**src/rtl/writeback_stage_if.sv**
```systemverilog
// Bundle of every non-clock signal crossing the writeback stage boundary:
// the memory-stage handoff, CSR counter writes, execute-stage forwarding
// lookups and the register-file / CSR outputs.

`ifndef ENCDEC_BYTE
`define ENCDEC_BYTE 2'd0
`endif
`ifndef ENCDEC_HALF
`define ENCDEC_HALF 2'd1
`endif
`ifndef ENCDEC_WORD
`define ENCDEC_WORD 2'd2
`endif

interface writeback_stage_if;
  logic        mb_wb__valid;
  logic        mb_wb__kill;
  logic        mb_wb__rd_write;
  logic [4:0]  mb_wb__rd_addr;
  logic        mb_wb__result_src;
  logic [31:0] mb_wb__alu_y;
  logic [1:0]  mb_wb__dmem_width;
  logic        mb_wb__dmem_zero_ext;
  logic [1:0]  mb_wb__dmem_word_addr;
  logic [31:0] mb_wb__dmem_rdata;

  logic [31:0] csr_wb__instret_wdata;
  logic        csr_wb__instret_write_lo;
  logic        csr_wb__instret_write_hi;

  logic [4:0]  ex_wb__rs1_addr;
  logic [4:0]  ex_wb__rs2_addr;

  logic        wb_rf__rd_write;
  logic [4:0]  wb_rf__rd_addr;
  logic [31:0] wb_rf__rd_wdata;

  logic        wb_ex__rs1_hit;
  logic        wb_ex__rs2_hit;
  logic [31:0] wb_ex__rs1_data;
  logic [31:0] wb_ex__rs2_data;

  logic [63:0] wb_csr__instret;

  // Surrounding pipeline side: drives instructions and lookups, reads results.
  modport master (
    output mb_wb__valid, mb_wb__kill, mb_wb__rd_write, mb_wb__rd_addr,
           mb_wb__result_src, mb_wb__alu_y, mb_wb__dmem_width,
           mb_wb__dmem_zero_ext, mb_wb__dmem_word_addr, mb_wb__dmem_rdata,
           csr_wb__instret_wdata, csr_wb__instret_write_lo, csr_wb__instret_write_hi,
           ex_wb__rs1_addr, ex_wb__rs2_addr,
    input  wb_rf__rd_write, wb_rf__rd_addr, wb_rf__rd_wdata,
           wb_ex__rs1_hit, wb_ex__rs2_hit, wb_ex__rs1_data, wb_ex__rs2_data,
           wb_csr__instret
  );

  // Writeback stage side.
  modport slave (
    input  mb_wb__valid, mb_wb__kill, mb_wb__rd_write, mb_wb__rd_addr,
           mb_wb__result_src, mb_wb__alu_y, mb_wb__dmem_width,
           mb_wb__dmem_zero_ext, mb_wb__dmem_word_addr, mb_wb__dmem_rdata,
           csr_wb__instret_wdata, csr_wb__instret_write_lo, csr_wb__instret_write_hi,
           ex_wb__rs1_addr, ex_wb__rs2_addr,
    output wb_rf__rd_write, wb_rf__rd_addr, wb_rf__rd_wdata,
           wb_ex__rs1_hit, wb_ex__rs2_hit, wb_ex__rs1_data, wb_ex__rs2_data,
           wb_csr__instret
  );
endinterface

```
**src/rtl/writeback_stage.sv**
```systemverilog
// Writeback stage: decodes loads, registers the register-file write, keeps a
// two-deep forwarding history for the execute stage and counts retired
// instructions in a CSR-writable 64-bit counter.

module writeback_stage (
  input  logic               clk,
  input  logic               rst_n,
  writeback_stage_if.slave   bus
);

  logic [7:0]  load_byte;
  logic [15:0] load_half;
  logic [31:0] load_data;
  logic [31:0] result;
  logic        retire;
  logic        rd_we_next;

  logic        b_valid;
  logic [4:0]  b_addr;
  logic [31:0] b_data;

  logic [63:0] instret_q;
  logic [63:0] instret_next;

  // Pick the addressed byte and halfword lanes out of the raw memory word
  always_comb begin
    load_byte = bus.mb_wb__dmem_rdata[7:0];
    case (bus.mb_wb__dmem_word_addr)
      2'd1:    load_byte = bus.mb_wb__dmem_rdata[15:8];
      2'd2:    load_byte = bus.mb_wb__dmem_rdata[23:16];
      2'd3:    load_byte = bus.mb_wb__dmem_rdata[31:24];
      default: load_byte = bus.mb_wb__dmem_rdata[7:0];
    endcase
    load_half = bus.mb_wb__dmem_word_addr[1] ? bus.mb_wb__dmem_rdata[31:16]
                                              : bus.mb_wb__dmem_rdata[15:0];
  end

  // Size and extend the load, then choose between load data and ALU result
  always_comb begin
    load_data = bus.mb_wb__dmem_rdata;
    case (bus.mb_wb__dmem_width)
      `ENCDEC_BYTE: load_data = {{24{~bus.mb_wb__dmem_zero_ext & load_byte[7]}}, load_byte};
      `ENCDEC_HALF: load_data = {{16{~bus.mb_wb__dmem_zero_ext & load_half[15]}}, load_half};
      `ENCDEC_WORD: load_data = bus.mb_wb__dmem_rdata;
      default:      load_data = bus.mb_wb__dmem_rdata;
    endcase
    result = bus.mb_wb__result_src ? load_data : bus.mb_wb__alu_y;
  end

  assign retire     = bus.mb_wb__valid & ~bus.mb_wb__kill;
  assign rd_we_next = retire & bus.mb_wb__rd_write & (bus.mb_wb__rd_addr != 5'd0);

  // Write stage register; address and data only move on a real write
  always_ff @(posedge clk or negedge rst_n) begin
    if (!rst_n) begin
      bus.wb_rf__rd_write <= 1'b0;
      bus.wb_rf__rd_addr  <= 5'd0;
      bus.wb_rf__rd_wdata <= 32'd0;
    end else begin
      bus.wb_rf__rd_write <= rd_we_next;
      if (rd_we_next) begin
        bus.wb_rf__rd_addr  <= bus.mb_wb__rd_addr;
        bus.wb_rf__rd_wdata <= result;
      end
    end
  end

  // Older forwarding entry trails the write stage register by one edge
  always_ff @(posedge clk or negedge rst_n) begin
    if (!rst_n) begin
      b_valid <= 1'b0;
      b_addr  <= 5'd0;
      b_data  <= 32'd0;
    end else begin
      b_valid <= bus.wb_rf__rd_write;
      b_addr  <= bus.wb_rf__rd_addr;
      b_data  <= bus.wb_rf__rd_wdata;
    end
  end

  // Returns {hit, data}; the younger entry wins when both match
  function automatic logic [32:0] fwd_lookup(
    input logic [4:0]  addr,
    input logic        a_v,
    input logic [4:0]  a_a,
    input logic [31:0] a_d,
    input logic        b_v,
    input logic [4:0]  b_a,
    input logic [31:0] b_d
  );
    logic [32:0] r;
    r = 33'd0;
    if (addr != 5'd0) begin
      if (a_v && (a_a == addr))      r = {1'b1, a_d};
      else if (b_v && (b_a == addr)) r = {1'b1, b_d};
    end
    return r;
  endfunction

  // Forwarding lookup for rs1
  always_comb begin
    {bus.wb_ex__rs1_hit, bus.wb_ex__rs1_data} =
      fwd_lookup(bus.ex_wb__rs1_addr, bus.wb_rf__rd_write, bus.wb_rf__rd_addr,
                 bus.wb_rf__rd_wdata, b_valid, b_addr, b_data);
  end

  // Forwarding lookup for rs2
  always_comb begin
    {bus.wb_ex__rs2_hit, bus.wb_ex__rs2_data} =
      fwd_lookup(bus.ex_wb__rs2_addr, bus.wb_rf__rd_write, bus.wb_rf__rd_addr,
                 bus.wb_rf__rd_wdata, b_valid, b_addr, b_data);
  end

  // Next counter value: any CSR write owns the whole counter for that edge
  always_comb begin
    instret_next = instret_q;
    if (bus.csr_wb__instret_write_lo || bus.csr_wb__instret_write_hi) begin
      if (bus.csr_wb__instret_write_lo) instret_next[31:0]  = bus.csr_wb__instret_wdata;
      if (bus.csr_wb__instret_write_hi) instret_next[63:32] = bus.csr_wb__instret_wdata;
    end else if (retire) begin
      instret_next = instret_q + 64'd1;
    end
  end

  // Retired-instruction counter register
  always_ff @(posedge clk or negedge rst_n) begin
    if (!rst_n) instret_q <= 64'd0;
    else        instret_q <= instret_next;
  end

  assign bus.wb_csr__instret = instret_q;

endmodule

```
**src/flat_wrapper.sv**
```systemverilog
// flat-port wrapper written by rule: the top's interface ports become plain ports
module writeback_stage_flat 
  (clk, rst_n, bus_mb_wb__valid, bus_mb_wb__kill, bus_mb_wb__rd_write, bus_mb_wb__rd_addr, bus_mb_wb__result_src, bus_mb_wb__alu_y, bus_mb_wb__dmem_width, bus_mb_wb__dmem_zero_ext, bus_mb_wb__dmem_word_addr, bus_mb_wb__dmem_rdata, bus_csr_wb__instret_wdata, bus_csr_wb__instret_write_lo, bus_csr_wb__instret_write_hi, bus_ex_wb__rs1_addr, bus_ex_wb__rs2_addr, bus_wb_rf__rd_write, bus_wb_rf__rd_addr, bus_wb_rf__rd_wdata, bus_wb_ex__rs1_hit, bus_wb_ex__rs2_hit, bus_wb_ex__rs1_data, bus_wb_ex__rs2_data, bus_wb_csr__instret);
  writeback_stage_if bus_i ();
  input  logic clk;
  input  logic rst_n;
  input wire logic [$bits(bus_i.mb_wb__valid)-1:0] bus_mb_wb__valid;
  input wire logic [$bits(bus_i.mb_wb__kill)-1:0] bus_mb_wb__kill;
  input wire logic [$bits(bus_i.mb_wb__rd_write)-1:0] bus_mb_wb__rd_write;
  input wire logic [$bits(bus_i.mb_wb__rd_addr)-1:0] bus_mb_wb__rd_addr;
  input wire logic [$bits(bus_i.mb_wb__result_src)-1:0] bus_mb_wb__result_src;
  input wire logic [$bits(bus_i.mb_wb__alu_y)-1:0] bus_mb_wb__alu_y;
  input wire logic [$bits(bus_i.mb_wb__dmem_width)-1:0] bus_mb_wb__dmem_width;
  input wire logic [$bits(bus_i.mb_wb__dmem_zero_ext)-1:0] bus_mb_wb__dmem_zero_ext;
  input wire logic [$bits(bus_i.mb_wb__dmem_word_addr)-1:0] bus_mb_wb__dmem_word_addr;
  input wire logic [$bits(bus_i.mb_wb__dmem_rdata)-1:0] bus_mb_wb__dmem_rdata;
  input wire logic [$bits(bus_i.csr_wb__instret_wdata)-1:0] bus_csr_wb__instret_wdata;
  input wire logic [$bits(bus_i.csr_wb__instret_write_lo)-1:0] bus_csr_wb__instret_write_lo;
  input wire logic [$bits(bus_i.csr_wb__instret_write_hi)-1:0] bus_csr_wb__instret_write_hi;
  input wire logic [$bits(bus_i.ex_wb__rs1_addr)-1:0] bus_ex_wb__rs1_addr;
  input wire logic [$bits(bus_i.ex_wb__rs2_addr)-1:0] bus_ex_wb__rs2_addr;
  output wire logic [$bits(bus_i.wb_rf__rd_write)-1:0] bus_wb_rf__rd_write;
  output wire logic [$bits(bus_i.wb_rf__rd_addr)-1:0] bus_wb_rf__rd_addr;
  output wire logic [$bits(bus_i.wb_rf__rd_wdata)-1:0] bus_wb_rf__rd_wdata;
  output wire logic [$bits(bus_i.wb_ex__rs1_hit)-1:0] bus_wb_ex__rs1_hit;
  output wire logic [$bits(bus_i.wb_ex__rs2_hit)-1:0] bus_wb_ex__rs2_hit;
  output wire logic [$bits(bus_i.wb_ex__rs1_data)-1:0] bus_wb_ex__rs1_data;
  output wire logic [$bits(bus_i.wb_ex__rs2_data)-1:0] bus_wb_ex__rs2_data;
  output wire logic [$bits(bus_i.wb_csr__instret)-1:0] bus_wb_csr__instret;
  assign bus_i.mb_wb__valid = bus_mb_wb__valid;
  assign bus_i.mb_wb__kill = bus_mb_wb__kill;
  assign bus_i.mb_wb__rd_write = bus_mb_wb__rd_write;
  assign bus_i.mb_wb__rd_addr = bus_mb_wb__rd_addr;
  assign bus_i.mb_wb__result_src = bus_mb_wb__result_src;
  assign bus_i.mb_wb__alu_y = bus_mb_wb__alu_y;
  assign bus_i.mb_wb__dmem_width = bus_mb_wb__dmem_width;
  assign bus_i.mb_wb__dmem_zero_ext = bus_mb_wb__dmem_zero_ext;
  assign bus_i.mb_wb__dmem_word_addr = bus_mb_wb__dmem_word_addr;
  assign bus_i.mb_wb__dmem_rdata = bus_mb_wb__dmem_rdata;
  assign bus_i.csr_wb__instret_wdata = bus_csr_wb__instret_wdata;
  assign bus_i.csr_wb__instret_write_lo = bus_csr_wb__instret_write_lo;
  assign bus_i.csr_wb__instret_write_hi = bus_csr_wb__instret_write_hi;
  assign bus_i.ex_wb__rs1_addr = bus_ex_wb__rs1_addr;
  assign bus_i.ex_wb__rs2_addr = bus_ex_wb__rs2_addr;
  assign bus_wb_rf__rd_write = bus_i.wb_rf__rd_write;
  assign bus_wb_rf__rd_addr = bus_i.wb_rf__rd_addr;
  assign bus_wb_rf__rd_wdata = bus_i.wb_rf__rd_wdata;
  assign bus_wb_ex__rs1_hit = bus_i.wb_ex__rs1_hit;
  assign bus_wb_ex__rs2_hit = bus_i.wb_ex__rs2_hit;
  assign bus_wb_ex__rs1_data = bus_i.wb_ex__rs1_data;
  assign bus_wb_ex__rs2_data = bus_i.wb_ex__rs2_data;
  assign bus_wb_csr__instret = bus_i.wb_csr__instret;
  writeback_stage u_core (.clk(clk), .rst_n(rst_n), .bus(bus_i));
endmodule
```
**config.mk**
```make
export PLATFORM = sky130hd
export DESIGN_NAME = writeback_stage_flat
export DESIGN_NICKNAME = d
export VERILOG_FILES = /design/src/rtl/writeback_stage_if.sv /design/src/rtl/writeback_stage.sv /design/src/flat_wrapper.sv
export SDC_FILE = /design/constraint.sdc
export NUM_CORES = 1
export LEC_CHECK = 0
export ABC_AREA = 1
export BUFFER_PORTS_ARGS = -buffer_cell sky130_fd_sc_hd__buf_2
export CAP_MARGIN = 15
export CORE_MARGIN = 1.5
export CORE_UTILIZATION = 57
export DETAILED_ROUTE_END_ITERATION = 12
export PLACE_DENSITY = 0.86
export SETUP_SLACK_MARGIN = 0.02
export SLEW_MARGIN = 20
export SYNTH_ARGS = -nofsm -noshare
export SYNTH_HDL_FRONTEND = slang
export SYNTH_SLANG_ARGS = --single-unit
export TNS_END_PERCENT = 20
```
**constraint.sdc**
```tcl
create_clock -name clk -period 4.45 [get_ports clk]
set_input_delay 0.2225 -clock clk [delete_from_list [all_inputs] [get_ports clk]]
set_output_delay 0.2225 -clock clk [all_outputs]
set_load 0.005 [all_outputs]
```
Yosys cells after proc, flatten, opt, wreduce, memory -nomap -nowiden. Index checks and enable logic that the tools add are counted.

Add/subtract/negate cells: 1. Multiply operators: 0. Div/mod/pow operators: 0. $lt $le $gt $ge: 0. Eq/ne operators: 10. Shifts and indexed selects: 0. Multiplexer cells: 14. Bitwise operators: 7. Reduce and logical (&&, ||, !) cells: 12.

Operators with widths (number): two-way mux 33 bit (6); two-way mux 64 bit (2); two-way mux 32 bit (3); adder 64 x 1 -> 64 bit, second input constant (1); one-hot mux 32 bit (2 select lines) (1); one-hot mux 8 bit (3 select lines) (1); equality test 5 bit (4); two-way mux 16 bit (1); nonzero test 5 bit (3); AND 1 bit (5); equality test 2 x 1 -> 1 bit, second input constant (2); equality test 2 bit, second input constant (2); logical AND 1 bit (4); != test 2 bit, second input constant (2); AND reduction 2 bit (2); zero test 2 bit (1); inverter 1 bit (2); nonzero test 2 bit (1); logical OR 1 bit (1).

Register bits after elaboration: 140. Latch bits: 0. RAM bits: 0. Memory bits (read-only): 0. Bits of input ports: 124. Output and inout bits: 168. Memories kept: 0.

Depth between registers and ports, before layout.
Depth after elaboration: 5. Depth in mapped cells: 12.

Least setup slack after synthesis. OpenSTA, ideal clock, no wires.

Path type: register to output. Start point: register u_core.bus.wb_rf__rd_addr[4]. End point: output bus_wb_ex__rs2_data[10]. Arrival time: 1.420 ns. Setup slack: 2.807 ns. Stages on the path, launching flop included: 9. Cells stage by stage: dfrtp_1 -> xor2_1 -> nor3_1 -> nand4_1 -> buf_2 -> buf_2 -> nand2_1 -> o21ai_0 -> nor2_1.

Longest elaborated chain between the ends: 4.

RTL lines: start: declaration (line writeback_stage_if.sv:64) `output wb_rf__rd_write, wb_rf__rd_addr, wb_rf__rd_wdata,`; start signal: assignment (line writeback_stage.sv:62) `bus.wb_rf__rd_addr <= bus.mb_wb__rd_addr;`; equality test 5 bit (line writeback_stage.sv:94) `if (a_v && (a_a == addr)) r = {1'b1, a_d};`; logical AND 1 bit (line writeback_stage.sv:94); two-way mux 33 bit (line writeback_stage.sv:94); two-way mux 33 bit (line writeback_stage.sv:93) `if (addr != 5'd0) begin`; end: declaration (line flat_wrapper.sv:28) `output wire logic [$bits(bus_i.wb_ex__rs2_data)-1:0] bus_wb_ex__rs2_data;`.

Every way passes these cells.

Final worst setup path.
Start point: register u_core.bus.wb_rf__rd_addr[1]. End point: output bus_wb_ex__rs1_data[17].

Longest elaborated chain between the ends: 4.

RTL lines: equality test 5 bit (line writeback_stage.sv:94); logical AND 1 bit (line writeback_stage.sv:94); two-way mux 33 bit (line writeback_stage.sv:94); two-way mux 33 bit (line writeback_stage.sv:93); end: declaration (line flat_wrapper.sv:27) `output wire logic [$bits(bus_i.wb_ex__rs1_data)-1:0] bus_wb_ex__rs1_data;`.

Every way passes these cells.

==> flow_summary.ini <==
[synth]
synth_warnings = 0
ys_seq_area_share_pct = 36.52
syn_area_um2 = 9593
synthCells = 1511
synth_area_leaders = dfrtp_1 37%, nand2_1 18%, nor2_1 11%
syn_avg_cell_area_um2 = 6.349
ys_ff_latch = 140
ys_types = 42
synthArstFlopShare_pct = 100.0
synth_top_area_share_pct = 36.52
synthesis.nets = 1636
synth_top_cell_by_area = dfrtp_1
yosys_most_used_dff = dfrtp_1
synth_edf_count = 0

[setup_path]
path_class = register to output port
critPathRequiredTime_ns = 4.23
worst-path-buf-inv = 2
crit_slowest_cell = dfrtp_1
path_max_fanout = 33
cp-start-kind = register
cp_top_family = simple AND/OR/NAND/NOR gates
cp-end-kind = output port
max_stage_delay_ns = 0.46
crit_path_start = u_core.bus.wb_rf__rd_addr[1]
rr_startpoint = u_core.bus.wb_csr__instret[0]
r2r_setup_slack_ns = 2.16
critPathArrivalTime_ns = 2.49
critPathCapture = bus_wb_ex__rs1_data[17]
ff2ff_path_depth = 9
cp.depth = 8
worstReg2RegEnd = u_core.bus.wb_csr__instret[42]
path_cells = inv_1, o22ai_1, a21oi_1, nand3_2, nand2_1, nand2_2, nor2_1, buf_2

[floorplanning]
fp.dieH_um = 132.7
core_area_um2 = 16520
fp.dieArea_um2 = 17620
row_count = 47
start_util_pct = 58.05
die_w_um = 132.7
ios = 292

[global_route]
grtUsageTotal_pct = 42.12
met3_usage_pct = 9.042
met2_usage_pct = 63.03
grt_pass1_vias = 10410
grt.overflow.total = 0
grt_max_degree = 102
antenna_found_initial = 2
grt_busiest_layer = met2
grt_pass1_wl_um = 57260
use_met1_pct = 59.19

[final_layout]
drive_gt1_share_pct = 20.88
area_growth_pct = 23.27
fin_area_um2 = 11830
fillCellCount = 1403
nNetsFinal = 1889

[power]
powerDensity_nw_per_um2 = 369.3
p_int_mw = 2.928
combPwrFrac_pct = 21.8
p_total_mw = 4.367
switching_share_pct = 32.95
pwr-share-clk_pct = 38.3
switchingPower_mw = 1.439
leakage_nw = 6.194
ir_worst_vdd_uv = 346.0
seqPwrFrac_pct = 39.8

[sta]
holdWs_ns = 0.02925
slew_viol_final = 0
max_freq_ghz = 0.3690
hold_viol_final = 0
finalCritPeriodShare_pct = 60.90
worst-slew-pin-transition_ns = 1.056
rsz0062_at_grt = false
setup_viol = 0
skew_ns = 0.008742
setup-tns-final_ns = 0
finalCriticalPeriod_ns = 2.710
maxSlewHeadroom_pct = 29.16

[cts]
clk_pin_slew_ns = 0.06
clock_latency_ns = 0.43
cts_tree = built
cts_sinks = 140
numCtsBuffers = 17
htreeDepth = 4
cts_root_buf = clkbuf_16
ctsResizeCount = 0
cts_buffer_depth = 2

[place]
dp_hpwl_um = 27620
gp_congestion = 1.004
place_area_um2 = 11120
io_buffers = 291

[drt]
routed_via_density = 5.824
avgRoutedWirePerCell_um = 18.69
drc_errors = 0
dr.pass1.iters = 6
vias = 11640
drtIter0Drc = 1374
wl_um = 37370
antenna_left = 0

[run]
cap_violations = 0

[hold_path]
holdCritPathClass = input port to register

[outcome]
outcome = completed
routing by layer:
| metal | vias up | part of all wire [%] |
|---|---|---|
| met4 | 0 | 4.4 |
| met5 | - | 0 |
| met3 | 137 | 11 |
| li1 | 5370 | - |
| met2 | 809 | 44 |
| met1 | 5327 | 40 |
synthesized netlist by cell type (5+ instances only):
master      n
or2_2       6
o211ai_1   31
inv_1     131
o221ai_1    6
nor2_4      6
nor2_1    279
nand2_1   471
a31oi_1     5
a221oi_1    6
nand3_1    52
o21ai_1     5
nand4_1     7
nand2_2     7
buf_2      19
o22ai_1     9
clkbuf_1   42
o21ai_0   136
xnor2_1    13
nor2_2      7
a21oi_1    85
xor2_1      6
dfrtp_1   140
nor3_1      8
final cells by class:
type                    count  area [µm²]  area share [%]
multi-input cells        1169        5310           44.91
diodes                      2       5.005         0.04232
flip-flops and latches    140        3503           29.63
clock inverters            13       235.2           1.989
well taps                 220       275.3           2.328
repair buffers            300        1533           12.96
inverters                 136       510.5           4.317
clock buffers              19       452.9           3.830
per-stage QoR:
stage	cells	utilization, %	setup WS, ns
finish	1999	71.56	1.740
global route	1999	71.56	1.636
CTS	1997	71.52	1.507
detailed placement	1964	67.29	2.104
global placement	1964	67.27	1.800
floorplan	1511	-	2.807
cells in the final DEF, fill, tap and decap left out, types with 8 or more instances in the layout:
cell type | netlist | final
a21oi_1 | 85 | 85
buf_2 | 19 | 290
buf_4 | 2 | 8
clkbuf_16 | 0 | 17
dfrtp_1 | 140 | 140
inv_1 | 131 | 131
nand2_1 | 471 | 469
nand2_2 | 7 | 9
nand3_1 | 52 | 51
nor2_1 | 279 | 279
nor3_1 | 8 | 8
o211ai_1 | 31 | 31
o21ai_0 | 136 | 136
o22ai_1 | 9 | 9
xnor2_1 | 13 | 13
state kept, by name (all words and copies together) (netlist names):
register,count
u_core.bus.wb_csr__instret,64
u_core.b_data,32
u_core.bus.wb_rf__rd_wdata,32
u_core.b_addr,5
u_core.bus.wb_rf__rd_addr,5
u_core.b_valid,1
u_core.bus.wb_rf__rd_write,1
power groups by stage:
stage          Sequential [mW]  Clock [mW]  Combinational [mW]
6_report                  1.74        1.67               0.954
5_1_grt                   1.76        1.73                1.06
4_1_cts                   1.72        1.67               0.943
3_5_place_dp              1.74           0               0.926
3_3_place_gp              1.74           0               0.904
2_1_floorplan             1.67           0               0.533
worst min-delay path by stage:
stage	endpoint	from	cells after the start
2_1_floorplan	u_core.b_addr[0]	rst_n	0
3_3_place_gp	u_core.b_data[31]	rst_n	1
3_5_place_dp	u_core.b_data[31]	rst_n	1
4_1_cts	u_core.bus.wb_rf__rd_wdata[28]	bus_mb_wb__alu_y[28]	3
5_1_grt	u_core.bus.wb_rf__rd_wdata[28]	bus_mb_wb__alu_y[28]	3
6_report	u_core.bus.wb_rf__rd_wdata[25]	bus_mb_wb__alu_y[25]	3
cells by family (layout without fill, tap and decap cells):
logic type / count (synthesis) / in the layout / synth area share, %
flip-flops: 140 / 140 / 36.52
adder cells (fa/ha/maj): 1 / 1 / 0.1304
AO/OA/AOI/OAI: 293 / 293 / 17.06
XOR/XNOR: 19 / 19 / 1.735
multiplexers: 3 / 3 / 0.3130
other: 0 / 2 / 0
buffers and inverters: 202 / 468 / 8.230
AND/OR/NAND/NOR: 853 / 853 / 36.01
worst min-delay path, stage by stage:
cell and delay (ns):
buf_2 0.08, o211ai_1 0.07, nand2_1 0.05
what timing repair did:
action                                 CTS  global route
endpoints found under the hold margin  100             0
hold buffers                             1             0
setup buffers                            0             0
Power figures use the tool's default switching activity.
